### config.mk
export PLATFORM = sky130hd
export DESIGN_NAME = mem_port_arbiter
export DESIGN_NICKNAME = d
export VERILOG_FILES = /design/src/rtl/mem_port_arbiter.sv
export SDC_FILE = /design/constraint.sdc
export NUM_CORES = 1
export LEC_CHECK = 0
export BUFFER_PORTS_ARGS = -buffer_cell sky130_fd_sc_hd__buf_2
export CAP_MARGIN = 25
export CORE_ASPECT_RATIO = 2
export CORE_UTILIZATION = 29
export CTS_BUF_LIST = sky130_fd_sc_hd__clkbuf_8
export CTS_CLUSTER_DIAMETER = 60
export DETAILED_ROUTE_END_ITERATION = 16
export HOLD_SLACK_MARGIN = 0.15
export PLACE_DENSITY = 0.66
export SKIP_CTS_REPAIR_TIMING = 1
export SKIP_LAST_GASP = 1
export SLEW_MARGIN = 0
export SYNTH_ARGS = -nofsm -noshare
export SYNTH_HDL_FRONTEND = slang
export SYNTH_SLANG_ARGS = --single-unit
### constraint.sdc
create_clock -name clk_i -period 4.95 [get_ports clk_i]
set_input_delay 0.99 -clock clk_i [delete_from_list [all_inputs] [get_ports clk_i]]
set_output_delay 0.99 -clock clk_i [all_outputs]
set_load 0.02 [all_outputs]
### src/rtl/mem_port_arbiter.sv
// Arbitrates one memory port between instruction fetch (IF) and load/store (D).
// One outstanding transaction at a time; D wins ties unless IF has waited out a full data streak.
module mem_port_arbiter #(
    parameter int ADDR_WIDTH      = 32,
    parameter int DATA_WIDTH      = 32,
    parameter int MAX_DATA_STREAK = 4
) (
    input  logic                    clk_i,
    input  logic                    rst_i,

    input  logic                    if_req_i,
    input  logic [ADDR_WIDTH-1:0]   if_addr_i,
    output logic                    if_gnt_o,
    output logic                    if_rvalid_o,
    output logic [DATA_WIDTH-1:0]   if_rdata_o,

    input  logic                    d_req_i,
    input  logic                    d_we_i,
    input  logic [DATA_WIDTH/8-1:0] d_be_i,
    input  logic [ADDR_WIDTH-1:0]   d_addr_i,
    input  logic [DATA_WIDTH-1:0]   d_wdata_i,
    output logic                    d_gnt_o,
    output logic                    d_rvalid_o,
    output logic [DATA_WIDTH-1:0]   d_rdata_o,

    output logic                    mem_req_o,
    output logic                    mem_we_o,
    output logic [DATA_WIDTH/8-1:0] mem_be_o,
    output logic [ADDR_WIDTH-1:0]   mem_addr_o,
    output logic [DATA_WIDTH-1:0]   mem_wdata_o,
    input  logic                    mem_gnt_i,
    input  logic                    mem_rvalid_i,
    input  logic [DATA_WIDTH-1:0]   mem_rdata_i,

    output logic                    mem_stall_o,
    output logic                    busy_o
);

    // state | meaning
    // IDLE  | no transaction; arbitrate and grant
    // REQ   | mem_req_o held with captured fields until mem_gnt_i
    // WAIT  | request accepted; waiting for mem_rvalid_i
    localparam logic [1:0] IDLE = 2'd0;
    localparam logic [1:0] REQ  = 2'd1;
    localparam logic [1:0] WAIT = 2'd2;

    localparam int BE_W     = DATA_WIDTH / 8;
    localparam int STREAK_W = $clog2(MAX_DATA_STREAK + 1);
    localparam logic [STREAK_W-1:0] STREAK_MAX = STREAK_W'(MAX_DATA_STREAK);

    logic [1:0]            state;
    logic                  owner_d;
    logic                  we_q;
    logic [BE_W-1:0]       be_q;
    logic [ADDR_WIDTH-1:0] addr_q;
    logic [DATA_WIDTH-1:0] wdata_q;
    logic [STREAK_W-1:0]   streak;

    logic in_idle;
    logic arb_d;
    logic arb_if;
    logic grant_d;
    logic grant_if;
    logic resp;

    assign in_idle  = (state == IDLE);
    assign arb_d    = d_req_i && !(if_req_i && (streak == STREAK_MAX));
    assign arb_if   = if_req_i && !arb_d;
    assign grant_d  = in_idle && arb_d;
    assign grant_if = in_idle && arb_if;
    assign resp     = (state == WAIT) && mem_rvalid_i;

    always_ff @(posedge clk_i or posedge rst_i) begin
        if (rst_i) begin
            state   <= IDLE;
            owner_d <= 1'b0;
            we_q    <= 1'b0;
            be_q    <= '0;
            addr_q  <= '0;
            wdata_q <= '0;
            streak  <= '0;
        end else begin
            case (state)
                IDLE: begin
                    if (grant_d) begin
                        owner_d <= 1'b1;
                        we_q    <= d_we_i;
                        be_q    <= d_be_i;
                        addr_q  <= d_addr_i;
                        wdata_q <= d_wdata_i;
                        state   <= REQ;
                        // Streak only grows while IF is actually being held off
                        if (!if_req_i)
                            streak <= '0;
                        else if (streak != STREAK_MAX)
                            streak <= streak + STREAK_W'(1);
                    end else if (grant_if) begin
                        owner_d <= 1'b0;
                        we_q    <= 1'b0;
                        be_q    <= '1;
                        addr_q  <= if_addr_i;
                        wdata_q <= '0;
                        state   <= REQ;
                        streak  <= '0;
                    end
                end
                REQ:     if (mem_gnt_i) state <= WAIT;
                WAIT:    if (mem_rvalid_i) state <= IDLE;
                default: state <= IDLE;
            endcase
        end
    end

    // Grants are combinational on the request, so mask them while reset is held
    assign if_gnt_o    = grant_if && !rst_i;
    assign d_gnt_o     = grant_d && !rst_i;

    assign if_rvalid_o = resp && !owner_d;
    assign d_rvalid_o  = resp && owner_d;
    assign if_rdata_o  = if_rvalid_o ? mem_rdata_i : '0;
    assign d_rdata_o   = d_rvalid_o ? mem_rdata_i : '0;

    assign mem_req_o   = (state == REQ);
    assign mem_we_o    = we_q;
    assign mem_be_o    = be_q;
    assign mem_addr_o  = addr_q;
    assign mem_wdata_o = wdata_q;

    assign mem_stall_o = !rst_i &&
                         ((d_req_i && !d_gnt_o) ||
                          (owner_d && (state == REQ || state == WAIT) && !resp));
    assign busy_o      = !in_idle;

endmodule

# Word level (Yosys, flattened, before mapping)
# Index checks and enable logic that the tools add are counted.
dict set report totals {
  reg_bits 75
  latch_bits 0
  mem_bits_rw 0
  rom_bits 0
  in_bits 139
  output_inout_bits 140
  word_cells 64
  mem_count 0
}
dict set report classes {
  n_addsub 1
  mul 0
  n_div 0
  order_cmp 0
  eq_ne 8
  n_shift 0
  n_mux 20
  bitwise 0
  n_reduce_logical 28
}
# cell n
set op_table {}
lappend op_table {{$mux 32} 6}
lappend op_table {{$logic_and 1x1->1} 14}
lappend op_table {{$mux 3} 4}
lappend op_table {{$mux 2} 4}
lappend op_table {{$mux 4} 2}
lappend op_table {{$logic_not 1->1} 7}
lappend op_table {{$pmux 2 s3} 1}
lappend op_table {{$reduce_and 3->1} 2}
lappend op_table {{$add 3x1->3 const B} 1}
lappend op_table {{$eq 3x3->1 const B} 1}
lappend op_table {{$mux 1} 3}
lappend op_table {{$ne 3x1->1 const B} 1}
lappend op_table {{$ne 3x2->1 const B} 1}
lappend op_table {{$ne 3x3->1 const B} 1}
lappend op_table {{$eq 2x1->1 const B} 1}
lappend op_table {{$eq 2x2->1 const B} 1}
lappend op_table {{$logic_not 2->1} 1}
lappend op_table {{$logic_or 1x1->1} 2}
lappend op_table {{$ne 2x1->1 const B} 1}
lappend op_table {{$ne 2x2->1 const B} 1}
lappend op_table {{$reduce_and 2->1} 1}
lappend op_table {{$reduce_bool 2->1} 1}

# Depth between registers and ports, before layout
# Gate-level depths: netlist (run 1).
dict set report logic_depth {
  word_depth 10
  ltp_mapped 8
  depth_no_buf 5
}

# Worst setup path after synthesis (run 1)
# OpenSTA, ideal clock, no wires.
dict set report synth_path {
  path_type {input to output}
  start {in rst_i}
  end {out if_gnt_o}
  arrival_ns 2.967
  required_ns 3.960
  setup_slack_ns 0.993
  path_stages 2
  n_path_buf 0
  path_cell_list {inv_1 > and2_1}
}
dict set report synth_via {
  elab_chain_cells 2
}
# element line_no
set synth_lines {}
lappend synth_lines {{start, declared} 9} ;# input logic rst_i,
lappend synth_lines {{$logic_not 1->1} 115} ;# assign if_gnt_o = grant_if && !rst_i;
lappend synth_lines {{$logic_and 1x1->1} 115}
lappend synth_lines {{end, declared} 13} ;# output logic if_gnt_o,
# Every way passes these cells.

# Worst setup path in the final report (run 1)
dict set report layout_path {
  start {in d_req_i}
  end {out if_gnt_o}
}
dict set report layout_via {
  elab_chain_cells 5
}
# element line_no
set layout_lines {}
lappend layout_lines {{start, declared} 17} ;# input logic d_req_i,
lappend layout_lines {{$logic_and 1x1->1} 67} ;# assign arb_d = d_req_i && !(if_req_i && (streak == STREAK_MAX));
lappend layout_lines {{$logic_not 1->1} 68} ;# assign arb_if = if_req_i && !arb_d;
lappend layout_lines {{$logic_and 1x1->1} 68}
lappend layout_lines {{$logic_and 1x1->1} 70} ;# assign grant_if = in_idle && arb_if;
lappend layout_lines {{$logic_and 1x1->1} 115}
# Every way passes these cells.

==> results.txt, run 1 <==
outcome = complete, no violations
Setup CP Type = input port to output pin
final hold vios = 0
htree depth = 3
placed insts = 779
met1 WL = 5300 um
CTS tree = done
Final nets = 785
final instance area = 5500 um2
met2 WL = 6910 um
initial DRC count = 205
via count = 4004
Die H = 164 um
first-pass GRT wire length = 20100 um
fillers = 1245
Max VDD drop = 0.285 mV
TritonCTS Buffers = 9
die width = 83.1 um
Finished Layout Cells = 797
leakage = 2.92 nW
layout cells sized above 1 = 0.477
Via density = 5.02
Critical Path Start = d_req_i
Critical R2R Launch = state[0]$_DFFE_PP0P_
part of the cycle the worst path needs = 0.657
Die ar. = 13600 um2
Synth Area in XOR/XNOR = 0
initial antenna violation count = 0
critical path peak fanout = 37
Post-Syn Area = 3810 um2
Peak Freq = 0.307 GHz
Adder-Cell Fraction of Synth Area = 0.0164
nature of the critical path endpoint = output pin
Final min period = 3250 ps
RR Endpoint = mem_addr_o[9]$_DFFE_PP0P_
GRT Residual Overflow = 0
CP arrival = 2260 ps
Yosys warning count = 0
placed cell areas = 5280 um2
syn_nets = 526
Initial Util = 0.300
count of different cell masters after synthesis = 33
routed wire length = 13400 um
multi-input logic area = 1720 um2
Max Cap Viol = 0
PwrDens = 605 nW/um2
Global Route Usage Sum = 0.186
Max-slew headroom = 0.444
Mapped Cells = 382
dpl hpwl = 10100 um
storage element area = 1880 um2
DRT antenna net count = 0
clock root buffer = clkbuf_8
worst r2r path cells = 6
Worst Skew = 12.6 ps
number of global-route vias before repair = 3928
largest net degree at the start of global routing = 76
mux cell area share after synthesis = 0.00591
row count = 58
Seq/Total Area, Yosys = 0.493
Top Metal Used = met4
1st-pass router iterations = 6
I/O pins = 279
Avg WL per Cell = 16.8 um
critical path endpoint = if_gnt_o
Port Buffers = 278
area grow syn2layout = 44.4%
simple-gate share of the synthesized area = 0.173
Max Root-Sink Buffers = 2
Core Area = 12700 um2
largest family of logic cells by synthesized area = compound AO/OA/AOI/OAI gates
Slew Limit Fails = 0
RSZ-0062 raised after global routing = no
crit start category = input port
Worst Tran Pin Value = 830 ps
Clock transition at path regs = 70 ps
synthesized area per cell = 9.97 um2
Synth Area in Compound Gates = 0.255
Critical Path RT = 3960 ps
final setup vio count = 0
insertion delay to the later sink of the worst-skew pair = 340 ps
metal3 WL = 765 um
DRC Markers = 0
GPL Wtd Cong = 0.840
FF-to-FF setup slack = 2320 ps
worst min-delay path class = flop to flop
Clock Sinks = 75
#FFs+latches synth = 75
final setup TNS = 0 ps
## synth_stat cells (all sizes together)
cell / count / area (um2)
a41oi: 29 / 254
o21ai: 31 / 159
and2: 68 / 425
a22o: 33 / 289
a32o: 1 / 10.0
buf: 21 / 129
and3: 2 / 12.5
o21a: 1 / 7.51
a211oi: 1 / 7.51
a221o: 3 / 30.0
nor2: 33 / 140
inv: 7 / 26.3
clkbuf: 17 / 63.8
nor3: 1 / 5.00
a31oi: 1 / 6.26
nand2: 7 / 28.8
mux2: 2 / 22.5
o22a: 4 / 35.0
o32a: 1 / 10.0
a21oi: 31 / 155
nor2b: 2 / 12.5
nor3b: 2 / 15.0
o22ai: 1 / 6.26
ha: 5 / 62.6
dfrtp: 75 / 1880
nand3: 3 / 20.0
## how the worst min path moves through the flow
stage	cells after the start	start	slack, ps	to
3_5_place_dp	1	mem_wdata_o[2]$_DFFE_PP0P_	490	mem_wdata_o[2]$_DFFE_PP0P_
5_1_grt	1	mem_be_o[1]$_DFFE_PP0P_	510	mem_be_o[1]$_DFFE_PP0P_
6_report	1	mem_wdata_o[0]$_DFFE_PP0P_	500	mem_wdata_o[0]$_DFFE_PP0P_
3_3_place_gp	1	mem_wdata_o[29]$_DFFE_PP0P_	480	mem_wdata_o[29]$_DFFE_PP0P_
2_1_floorplan	2	owner_d$_DFFE_PP0P_	480	owner_d$_DFFE_PP0P_
4_1_cts	1	mem_be_o[1]$_DFFE_PP0P_	510	mem_be_o[1]$_DFFE_PP0P_
## report_power, final
group,leakage (nW),switching (mW),total [mW],internal (mW)
Clock,0.0926,0.227,0.457,0.231
Sequential,0.901,0.174,1.09,0.918
Combinational,1.92,1.11,1.78,0.666
## cells in the final DEF, fill, tap and decap left out, types with 2 or more instances in the layout
master / instances
o22a_1: 4
inv_1: 7
o21ai_0: 17
buf_2: 278
clkinv_2: 2
buf_4: 6
ha_1: 5
mux2_2: 2
clkinvlp_4: 3
a41oi_1: 29
a22o_1: 33
a221o_1: 3
and2_1: 68
clkbuf_8: 9
nand3_1: 2
nor2_1: 32
a21oi_1: 31
nor2b_1: 2
buf_16: 2
nor3b_1: 2
and3_1: 2
o21ai_1: 13
dfrtp_1: 75
nand2_1: 6
## flip-flops by register name (all words and copies together) (netlist names)
name / cells
mem_be_o: 4
state: 2
owner_d: 1
mem_we_o: 1
streak: 3
mem_addr_o: 32
mem_wdata_o: 32
## critical path: stages
cell and delay (ps):
buf_2 570, a21oi_1 300, and2_1 250, buf_2 150
## cell type report
cell class | instances | area share
Sequential cell | 75 | 0.341
Multi-Input combinational cell | 262 | 0.313
Timing Repair Buffer | 286 | 0.271
Tap cell | 150 | 0.0341
Clock buffer | 9 | 0.0225
Clock inverter | 7 | 0.0127
Inverter | 7 | 0.00500
Antenna cell | 1 | 0.000455
## cells by family (layout without fill, tap and decap cells)
kind of cell / Yosys count / count (layout)
adder cells (fa/ha/maj): 5 / 5
other: 0 / 1
buffers and inverters: 45 / 309
flip-flops: 75 / 75
multiplexers: 2 / 2
AND/OR/NAND/NOR: 118 / 118
AO/OA/AOI/OAI: 137 / 137
## stage by stage
step	total power [mW]	utilization	hold WS (ps)	setup slack [ps]
after floorplan	2.27	-	482	993
after global placement	2.81	0.413	485	1740
after detailed placement	2.88	0.416	486	1680
after CTS	3.36	0.431	510	1680
after global routing	3.54	0.433	514	1580
final	3.33	0.433	502	1700
## layer usage
layer	vias up	track usage
met2	203	0.313
li1	1888	-
met5	-	0
met3	26	0.0276
met4	0	0.0862
met1	1887	0.235
Power figures use the tool's default switching activity.
==> run 2: changes to the inputs <==
Settings changed: ABC_AREA from default to 1, PLACE_DENSITY 0.66 to 0.65.
Clock period 4.95 ns to 3.3 ns, I/O delays scaled along.
==> run 2 against run 1 <==
Critical path type is now flop to output pin; final area up 4.7%; via count increased by 13%; highest routed layer unchanged; non-clock buffer count increased by 2; sequential power is 44% higher; largest cell class unchanged; hold slack worse by 41 ps; core utilization shrank 0.45 points; clock power increased by 68%; cell count rose by 26%.
==> results.txt, run 2 <==
via count = 4510
#FFs+latches synth = 75
DRT antenna net count = 0
TritonCTS Buffers = 9
nature of the critical path endpoint = output pin
sequential power share = 0.319
row count = 60
largest net degree at the start of global routing = 44
Initial Util = 0.298
part of the cycle the worst path needs = 0.854
Seq/Total Area, Yosys = 0.468
final setup vio count = 0
Combinational Power Share = 0.524
slowest stage delay, CP = 720 ps
hold_ws = 461 ps
worst r2r path cells = 8
top cells by area, synth = dfrtp_1 (47%), nand2_1 (19%), inv_1 (10%), nor2_1 (6.6%), nand4_1 (4.7%)
Yosys warning count = 0
Clk pwr share = 0.157
number of global-route vias before repair = 4201
Post-synth ARST share = 1.00
Sw Pwr = 2.36 mW
final hold vios = 0
Post-synth EDFFs = 0
leakage = 3.73 nW
critical path endpoint = if_rdata_o[18]
Die ar. = 14300 um2
insertion delay to the later sink of the worst-skew pair = 360 ps
GRT Residual Overflow = 0
Setup WS pre-CTS = 720 ps
routed wire length = 14300 um
most used standard cell by instance count after synthesis = nand2_1
Die H = 168 um
Primary FF master, synth = dfrtp_1
Worst Skew = 12.4 ps
commonest non-fill, non-tap cell in the layout = buf_2
Avg WL per Cell = 14.2 um
RR Endpoint = mem_addr_o[10]$_DFFE_PP0P_
GPL Wtd Cong = 0.790
die width = 85.2 um
critical-path cell list = inv_1 -> ha_1 -> nand2_1 -> nor2_1 -> inv_1 -> nor2_1 -> buf_2
cell-internal power = 2.54 mW
Port Buffers = 278
critical path peak fanout = 32
Max-slew headroom = 0.339
Finished Layout Cells = 1005
initial antenna violation count = 1
syn_nets = 722
most frequent cells in the layout = buf_2 (278), nand2_1 (203), inv_1 (106)
Clock Sinks = 75
Peak Freq = 0.355 GHz
top cell type's share of synthesized area = 0.468
FF-to-FF setup slack = 1120 ps
Max Cap Viol = 0
Mapped Cells = 578
synthesized area per cell = 6.94 um2
RSZ-0062 raised after global routing = no
Worst Tran Pin Value = 990 ps
Core Area = 13400 um2
htree depth = 3
crit start category = flop
sum of buffers and inverters on the critical path = 3
Critical Path Start = state[0]$_DFFE_PP0P_
final worst setup slack = 481 ps
CP max stage cell = inv_1
count of different cell masters after synthesis = 21
Max VDD drop = 0.294 mV
Via density = 4.49
Clock transition at path regs = 80 ps
dpl hpwl = 10900 um
Final nets = 988
final instance area = 5760 um2
final setup TNS = 0 ps
outcome = complete, no violations
first-pass GRT wire length = 21500 um
placed insts = 988
CTS tree = done
Final min period = 2820 ps
Global Route Usage Sum = 0.199
Post-Syn Area = 4010 um2
worst min-delay path class = input port to async pin
I/O pins = 279
top cell family by delay on the critical path = buffers and inverters
DRC Markers = 0
Sw Ratio = 0.481
placed cell areas = 5550 um2
area grow syn2layout = 43.7%
Tot Pwr = 4.90 mW
clock root buffer = clkbuf_8
top cell type by total area after synthesis = dfrtp_1
Max Root-Sink Buffers = 2
final cell utilization of the core = 0.429
PwrDens = 851 nW/um2
Setup CP Type = flop to output pin
Slew Limit Fails = 0
Critical R2R Launch = state[1]$_DFFE_PP0P_
CP arrival = 2160 ps
critical path depth = 7
layout cells sized above 1 = 0.365
synth cell count leaders = nand2_1 (203), inv_1 (107), dfrtp_1 (75)
initial DRC count = 137
Critical Path RT = 2640 ps
1st-pass router iterations = 6
## run 2: cell types whose count changed after synthesis, moves of 6 or more
| cell | change |
|---|---|
| nand2_1 | +197 |
| inv_1 | +100 |
| and2_1 | -68 |
| nor2_1 | +39 |
| a22o_1 | -33 |
| nand4_1 | +30 |
| a21oi_1 | -29 |
| a41oi_1 | -29 |
| nand3_1 | +6 |
## run 2: cell families (layout without fill, tap and decap cells)
| logic type | Yosys count | in the layout | share of synthesized area |
|---|---|---|---|
| AO/OA/AOI/OAI | 41 | 41 | 0.0537 |
| XOR/XNOR | 1 | 1 | 0.00218 |
| adder cells (fa/ha/maj) | 5 | 5 | 0.0156 |
| buffers and inverters | 141 | 412 | 0.141 |
| flip-flops | 75 | 75 | 0.468 |
| other | 0 | 1 | 0 |
| AND/OR/NAND/NOR | 315 | 315 | 0.320 |
## run 2: layer usage
metal	global-route usage	up-vias	routed length [um]
li1	-	2258	-
met1	0.197	2006	4990
met2	0.376	208	7790
met3	0.0353	38	862
met4	0.119	0	669
met5	0	-	0
## run 2: cell type report
cell class | instances | area (um2)
Multi-Input combinational cell | 362 | 1580
Antenna cell | 1 | 2.50
Inverter | 108 | 407
Sequential cell | 75 | 1880
Clock inverter | 7 | 88.8
Fill cell | 1462 | 7680
Tap cell | 155 | 194
Clock buffer | 9 | 124
Timing Repair Buffer | 288 | 1490
## run 2: power by group through the flow
stage	sequential, mW	clock [mW]	combinational, mW
3_5_place_dp	1.58	0	2.61
4_1_cts	1.57	0.804	2.61
2_1_floorplan	2.07	0	1.16
3_3_place_gp	1.57	0	2.57
6_report	1.57	0.769	2.57
5_1_grt	1.62	0.838	2.83
## run 2: worst min path at each step
| stage | end | from | cells after the start |
|---|---|---|---|
| 2_1_floorplan | state[1]$_DFFE_PP0P_ | state[1]$_DFFE_PP0P_ | 2 |
| 3_3_place_gp | mem_addr_o[24]$_DFFE_PP0P_ | mem_addr_o[24]$_DFFE_PP0P_ | 2 |
| 3_5_place_dp | mem_wdata_o[12]$_DFFE_PP0P_ | mem_wdata_o[12]$_DFFE_PP0P_ | 2 |
| 4_1_cts | mem_addr_o[3]$_DFFE_PP0P_ | rst_i | 2 |
| 5_1_grt | mem_wdata_o[3]$_DFFE_PP0P_ | d_wdata_i[3] | 3 |
| 6_report | mem_wdata_o[12]$_DFFE_PP0P_ | rst_i | 2 |
## run 2: worst register-to-register path, cell delays in order (launching register included)
cell,delay (ps)
dfrtp_1,410
inv_1,90
ha_1,160
buf_4,230
nand3_2,120
buf_4,260
inv_2,500
nand2_1,230
nand3_1,120
==> run 3: changes to the inputs <==
Settings changed: CORE_AREA from default to 2 2 108 110, CORE_ASPECT_RATIO 2 to default, CORE_UTILIZATION 29 to default, DIE_AREA from default to 0 0 110 112, PLACE_DENSITY 0.65 to 0.77.
Clock period 3.3 ns to 3.1 ns, I/O delays scaled along.
==> run 3 against run 2 <==
Global-route usage grew 0.98 points; clock-buffer cell count did not move; non-clock buffer count fell by 2; critical path depth stayed put; clock power down 7.2%; clock skew down 4.8 ps; final area down 1.3%; sequential share of layout area up 0.44 points; first-iteration DRC count rose by 79%; register-to-register slack worse by 240 ps; core utilization increased by 8.0 points; cell count decreased by 1.7%; critical endpoint is now if_rdata_o[2].
==> results.txt, run 3 (synthesis gave the netlist of run 2 again) <==
storage element area = 1880 um2
initial DRC count = 245
nature of the critical path endpoint = output pin
most frequent cells in the layout = buf_2 (278), nand2_1 (203), inv_1 (106)
CTS tree = done
outcome = complete, no violations
final setup vio count = 0
Clock transition at path regs = 70 ps
Core Area = 11200 um2
top cell family by delay on the critical path = buffers and inverters
Max VDD drop = 0.424 mV
PwrDens = 884 nW/um2
Slew Limit Fails = 0
GPL Wtd Cong = 0.798
TritonCTS Buffers = 9
I/O pins = 279
Max-slew headroom = 0.420
final cell utilization of the core = 0.509
slowest stage delay, CP = 620 ps
htree depth = 3
Final nets = 986
CP arrival = 2120 ps
initial antenna violation count = 0
GRT Residual Overflow = 0
largest net degree at the start of global routing = 49
Initial Util = 0.359
Peak Freq = 0.365 GHz
final worst setup slack = 362 ps
DRC Markers = 0
Worst Tran Pin Value = 869 ps
final hold vios = 0
RSZ-0062 raised after global routing = no
Finished Layout Cells = 988
insertion delay to the later sink of the worst-skew pair = 350 ps
commonest non-fill, non-tap cell in the layout = buf_2
area grow syn2layout = 41.7%
Via density = 4.46
final setup TNS = 0 ps
number of global-route vias before repair = 4136
layout cells sized above 1 = 0.362
placed insts = 974
Final min period = 2740 ps
clock root buffer = clkbuf_8
Die ar. = 12300 um2
row count = 39
CP max stage cell = inv_1
multi-input logic area = 1580 um2
worst min-delay path class = input port to async pin
Max Cap Viol = 0
sum of buffers and inverters on the critical path = 3
Avg WL per Cell = 13.1 um
critical-path cell list = inv_1 -> ha_1 -> nand2_1 -> nor2_1 -> inv_1 -> nor2_1 -> buf_2
dpl hpwl = 10100 um
critical path peak fanout = 32
Worst Skew = 7.63 ps
ant diodes = 0
part of the cycle the worst path needs = 0.883
routed wire length = 12900 um
die width = 110 um
Critical Path RT = 2480 ps
Global Route Usage Sum = 0.209
crit start category = flop
leakage = 3.70 nW
fillers = 1135
Die H = 112 um
Port Buffers = 278
1st-pass router iterations = 4
Clock Sinks = 75
DRT antenna net count = 0
Setup CP Type = flop to output pin
via count = 4409
Max Root-Sink Buffers = 2
Setup WS pre-CTS = 650 ps
first-pass GRT wire length = 19900 um
[run 3: report_power, final]
group	leakage, nW	switching (mW)	internal (mW)
clock network	0.0909	0.353	0.361
logic	2.70	1.80	0.835
registers	0.911	0.243	1.44
total	3.70	2.39	2.63
[run 3: layer usage]
metal	routed length, um	GRT usage
met3	926	0.0427
met5	0	0
met2	6820	0.390
met1	4960	0.231
met4	228	0.0667
[run 3: metrics by stage]
step / hold WS (ps) / cell area (um2) / total power, mW
global placement: 457 / 5500 / 4.29
global route: 363 / 5680 / 5.45
floorplan: 478 / 4010 / 3.44
detailed placement: 460 / 5500 / 4.35
finish: 327 / 5680 / 5.03
CTS: 342 / 5680 / 5.08
[run 3: area by class of cell]
type / instances / share of cell area
Clock inverter: 5 / 0.00991
Timing Repair Buffer: 286 / 0.258
Multi-Input combinational cell: 362 / 0.277
Inverter: 108 / 0.0716
Tap cell: 143 / 0.0315
Sequential cell: 75 / 0.330
Clock buffer: 9 / 0.0218
[run 3: worst paths after layout]
path | start | to | slack (ps) | depth (start not counted)
min in group clk_i | d_wdata_i[15] | mem_wdata_o[15]$_DFFE_PP0P_ | 460 | 3
worst max register to register | state[1]$_DFFE_PP0P_ | mem_wdata_o[2]$_DFFE_PP0P_ | 880 | 7
max in group asynchronous | rst_i | mem_addr_o[21]$_DFFE_PP0P_ | 2150 | 3
worst max-delay path | state[0]$_DFFE_PP0P_ | if_rdata_o[2] | 360 | 7
worst min register to register | mem_wdata_o[23]$_DFFE_PP0P_ | mem_wdata_o[23]$_DFFE_PP0P_ | 480 | 2
worst min-delay path | rst_i | mem_addr_o[9]$_DFFE_PP0P_ | 330 | 2
